--- src/rtl/toggle_sequencer.sv ---
// toggle_sequencer: command-driven square-wave sequencer.
// Each accepted command carries a half-period P and an inversion count N.
// One pending slot lets a second command start on the exact completion edge
// of the active one, so back-to-back bursts have no idle cycle.
module toggle_sequencer #(
    parameter int unsigned CNT_W = 16,
    parameter int unsigned N_W   = 8
) (
    input  logic             clk,
    input  logic             rst,
    input  logic             cmd_valid,
    output logic             cmd_ready,
    input  logic [CNT_W-1:0] cmd_period,
    input  logic [N_W-1:0]   cmd_count,
    input  logic             abort,
    output logic             toggle,
    output logic             busy,
    output logic             done,
    output logic             err
);

    typedef enum logic {
        IDLE = 1'b0,
        RUN  = 1'b1
    } state_t;

    state_t           state_q, state_d;
    logic [CNT_W-1:0] per_q,   per_d;
    logic [CNT_W-1:0] cnt_q,   cnt_d;
    logic [N_W-1:0]   rem_q,   rem_d;
    logic             pend_q,  pend_d;
    logic [CNT_W-1:0] pper_q,  pper_d;
    logic [N_W-1:0]   pcnt_q,  pcnt_d;
    logic             tog_q,   tog_d;
    logic             done_q,  done_d;
    logic             err_q,   err_d;

    logic xfer;
    logic xfer_ok;
    logic xfer_bad;
    logic running;
    logic wrap;
    logic invert;
    logic complete;

    // Handshake: the slot is free whenever no command is pending and no flush is requested.
    assign cmd_ready = rst && !abort && !pend_q;

    assign xfer     = cmd_valid && cmd_ready;
    assign xfer_ok  = xfer && (cmd_period != '0);
    assign xfer_bad = xfer && (cmd_period == '0);
    assign running  = (state_q == RUN);
    assign wrap     = (cnt_q == per_q - CNT_W'(1));
    assign invert   = running && (rem_q != '0) && wrap;
    // A zero-count command completes one cycle after activation without inverting.
    assign complete = running && ((rem_q == '0) || ((rem_q == N_W'(1)) && wrap));

    assign toggle = tog_q;
    assign busy   = running;
    assign done   = done_q;
    assign err    = err_q;

    // Next-state: counting, inversion, completion hand-over, slot fill and flush.
    always_comb begin
        state_d = state_q;
        per_d   = per_q;
        cnt_d   = cnt_q;
        rem_d   = rem_q;
        pend_d  = pend_q;
        pper_d  = pper_q;
        pcnt_d  = pcnt_q;
        tog_d   = tog_q;
        done_d  = 1'b0;
        err_d   = 1'b0;

        if (abort) begin
            state_d = IDLE;
            pend_d  = 1'b0;
            tog_d   = 1'b0;
            cnt_d   = '0;
            rem_d   = '0;
        end else begin
            err_d = xfer_bad;
            if (running) begin
                if (invert) begin
                    tog_d = ~tog_q;
                    cnt_d = '0;
                    rem_d = rem_q - N_W'(1);
                end else begin
                    cnt_d = cnt_q + CNT_W'(1);
                end

                if (complete) begin
                    done_d = 1'b1;
                    cnt_d  = '0;
                    if (pend_q) begin
                        // Pending command takes over on the completion edge itself.
                        per_d   = pper_q;
                        rem_d   = pcnt_q;
                        pend_d  = 1'b0;
                        state_d = RUN;
                    end else if (xfer_ok) begin
                        per_d   = cmd_period;
                        rem_d   = cmd_count;
                        state_d = RUN;
                    end else begin
                        rem_d   = '0;
                        state_d = IDLE;
                    end
                end else if (xfer_ok) begin
                    pend_d = 1'b1;
                    pper_d = cmd_period;
                    pcnt_d = cmd_count;
                end
            end else if (xfer_ok) begin
                per_d   = cmd_period;
                rem_d   = cmd_count;
                cnt_d   = '0;
                state_d = RUN;
            end
        end
    end

    // State and registered outputs, cleared asynchronously while rst is low.
    always_ff @(posedge clk or negedge rst) begin
        if (!rst) begin
            state_q <= IDLE;
            per_q   <= '0;
            cnt_q   <= '0;
            rem_q   <= '0;
            pend_q  <= 1'b0;
            pper_q  <= '0;
            pcnt_q  <= '0;
            tog_q   <= 1'b0;
            done_q  <= 1'b0;
            err_q   <= 1'b0;
        end else begin
            state_q <= state_d;
            per_q   <= per_d;
            cnt_q   <= cnt_d;
            rem_q   <= rem_d;
            pend_q  <= pend_d;
            pper_q  <= pper_d;
            pcnt_q  <= pcnt_d;
            tog_q   <= tog_d;
            done_q  <= done_d;
            err_q   <= err_d;
        end
    end

endmodule

--- config.mk ---
export PLATFORM = sky130hd
export DESIGN_NAME = toggle_sequencer
export DESIGN_NICKNAME = d
export VERILOG_FILES = /design/src/rtl/toggle_sequencer.sv
export SDC_FILE = /design/constraint.sdc
export NUM_CORES = 1
export LEC_CHECK = 0
export ABC_AREA = 1
export CORE_MARGIN = 3
export CORE_UTILIZATION = 29
export CTS_BUF_LIST = sky130_fd_sc_hd__clkbuf_16
export DETAILED_ROUTE_END_ITERATION = 10
export PLACE_DENSITY_LB_ADDON = 0.12
export SLEW_MARGIN = 20
export SYNTH_ARGS = -nofsm -noshare
export SYNTH_HDL_FRONTEND = slang
export SYNTH_SLANG_ARGS = --single-unit
export TNS_END_PERCENT = 5
--- constraint.sdc ---
create_clock -name clk -period 2.4 [get_ports clk]
set_input_delay 0.24 -clock clk [delete_from_list [all_inputs] [get_ports clk]]
set_output_delay 0.24 -clock clk [all_outputs]
set_load 0.02 [all_outputs]
==> results by group <==
Worst setup path
  • Crit path depth: 17
  • CP cell instances: buf_4, nor2_4, nand2_2, nor2_4, nand2_1, nand2_1, nand2_1, nor2_1, nand3_1, nor2_4, nand3_4, buf_6, a21oi_4, buf_6, o21ai_4, nand2_1, nand2_1
  • CP endpoint kind: flip-flop
  • CP arrival: between 2 and 3 ns
  • CP Data Required Time: ~2.6 ns
  • Critical path class: flip-flop to flip-flop
  • Largest fanout on the critical path: 8
  • Most frequent cell on the critical path: nand2_1
  • Top delay family on crit path: simple AND/OR/NAND/NOR gates
  • Critical-path top delay cell: dfrtp_1
  • Worst setup SP type: flip-flop
  • CP max stage delay: between 0.3 and 0.4 ns
  • Worst Path Buf+Inv: 3
  • Number of cells on the worst reg-to-reg path: 17

Floorplanning
  • Die Area: approximately 0.017 sq mm
  • Starting density of the core: 0.298
  • Core area: between 0.01 and 0.015 sq mm
  • Die Wd: approximately 130 um
  • Num ports: 33
  • Core Rows: 44
  • Die Span Y: approximately 130 um

Synthesis
  • Warnings, synthesis: 0
  • Post-Syn Area: 0.00436 sq mm
  • Syn avg cell area: between 7 and 8 sq um
  • EDFF count, synth: 0
  • Post-synthesis sequential area ratio: 0.396
  • Library cells used by synthesis: 36
  • Yosys reg bits: 69
  • Mapped Cells: between 600 and 700
  • Net Count, Synth: approximately 650
  • Ys flop type: dfrtp_1
  • Post-synth ARST share: 1.00

STA
  • Fin crit period: around 2.4 ns
  • Setup violators final: 0
  • Final Cycle Share: 0.984
  • FMAX: roughly 420 MHz
  • Final hold vios: 0
  • RSZ-0062 raised after global routing: yes
  • Clk_skew: ~0.010 ns
  • Setup_tns: 0 ns
  • Slew HR: 0.385
  • Worst hold slack: between 0.1 and 0.15 ns
  • Least-Margin Pin Slew: approximately 0.92 ns
  • Fin. max-slew vios: 0

CTS
  • CTS tree: built
  • CTS Buf Count: 9
  • H-tree Lvls: 3
  • Clock root cell: clkbuf_16
  • Clock-pin slew on the worst setup and hold paths: 0.06 ns
  • Hold buffer count at CTS: 0
  • Worst-skew pair later-pin latency: approximately 0.35 ns
  • Num Clock Sinks: 69
  • Clock tree buffer depth: 2

Cells and area
  • Cell area after layout: between 0.005 and 0.006 sq mm
  • Register Area: 0.00173 sq mm
  • Share of post-route cells with drive strength above 1: 0.144
  • Nets: roughly 720
  • Diodes inserted: 0
  • Most frequent cells in the layout: 204 x nand2_1, 72 x inv_1, 66 x dfrtp_1
  • Area of the multi-input gates: about 0.0024 sq mm
  • Filler instances: ~1600
  • Synth-to-layout area growth: 28.3%
  • Most common cell after layout, fill and taps aside: nand2_1

Pwr
  • Pleak: between 2 and 3 nW
  • P_sw: 1.26 mW
  • Internal Power: about 2.5 mW
  • Switching Share: 0.331
  • Logic pwr share: 0.272
  • Peak VDD IR: 0.000370 V
  • Clk pwr share: 0.344
  • Pwr Density: roughly 700 mW/mm^2
  • Reg power frac: 0.384

GRT
  • Remaining global-route overflow: 0
  • Initial antenna violation count: 0
  • Overall Global Routing Usage: 0.152
  • Vias in the first global route: around 4000
  • Pin count of the biggest net entering global routing: 70
  • First-pass GRT wire length: ~20000 um

Job
  • Max_cap viols: 0

Placed design
  • Final Wtd Congestion: 0.876
  • I/O Buffers: 32
  • Hpwl dp: around 8800 um
  • Post-DP Area: a little over 0.005 sq mm

Route
  • Final ANT Viol Nets: 0
  • DR WL/cell: roughly 14 um
  • DRC: 0
  • Pre-antenna DRT Iters: 4
  • DRT iter0 DRCs: approximately 250
  • Routed vias: between 4000 and 5000
  • Final WL: between 10000 and 15000 um
  • Via-to-Cell Ratio: 4.65

Status
  • Status: completed

Min path
  • Hold crit path type: primary input to async pin
synth_stat cells (7+ instances only):
master,n,area share
a21oi_1,11,0.013
clkbuf_1,10,0.0086
dfrtp_1,69,0.40
inv_1,73,0.063
nand2_1,212,0.18
nand3_1,38,0.044
nand4_1,12,0.017
nor2_1,57,0.049
nor3_1,9,0.010
o21ai_0,35,0.040
o21ai_1,14,0.016
xnor2_1,7,0.014
xor2_1,21,0.042
logic make-up (layout without fill, tap and decap cells):
kind of cell    after synthesis  after routing  synth area share
compound gates               67             68            0.0826
xor+xnor                     29             29            0.0614
flops                        69             69             0.396
simple gates                358            358             0.358
fa+ha+maj                     5              5            0.0143
buf+inv                      92            165            0.0875
final timing paths:
check                      startpoint   endpoint  slack [ns]
hold reg to reg             pper_q[2]  pper_q[2]        0.49
hold / removal                    rst  pcnt_q[6]        0.13
setup reg to reg             per_q[1]  per_q[13]        0.04
setup / recovery             per_q[1]  per_q[13]        0.04
max in group asynchronous         rst   per_q[2]        1.62
min in group clk                  rst        err        0.29
registers in the layout, summed over array words and instances (netlist names):
signal	count
cnt_q	16
per_q	16
pper_q	16
pcnt_q	8
rem_q	8
busy	1
done	1
err	1
pend_q	1
toggle	1
power by group through the flow:
stage                     Combinational (mW)  Clock, mW  Sequential, mW
after floorplan                        0.636          0            1.44
after CTS                              0.962       1.34            1.45
after detailed placement               0.944          0            1.47
after global routing                    1.18       1.40            1.48
after global placement                 0.939          0            1.46
final                                   1.04       1.31            1.46
final cells by class:
cell class                      count  share of cell area
Clock inverter                      7              0.0105
Tap cell                          184              0.0411
Sequential cell                    69               0.309
Timing Repair Buffer               74               0.125
Clock buffer                        9              0.0402
Multi-Input combinational cell    460               0.424
Inverter                           75              0.0503
stage by stage:
step	utilization	worst slack (ns)	instances	total power, mW
final	0.382	0.0380	878	3.81
after CTS	0.369	0.00846	871	3.75
after floorplan	-	0.0680	620	2.08
after global placement	0.347	-0.196	853	2.40
after global routing	0.382	-0.189	878	4.06
after detailed placement	0.347	-0.174	853	2.41
metal layers:
metal / vias to the layer above / GRT usage / share of wire
li1: 2095 / - / -
met5: - / 0 / 0
met3: 16 / 0.0324 / 0.029
met4: 0 / 0.0531 / 0.021
met2: 60 / 0.238 / 0.44
met1: 1915 / 0.207 / 0.51
repair_timing:
item | CTS | global route
cloned | 0 | 2
pin swaps | 1 | 13
setup buffers | 2 | 5
endpoints found under the setup margin | 35 | 65
gates resized for setup | 2 | 35
endpoints found under the hold margin | 0 | 0
Note: power is estimated with default switching activity, not from simulation.
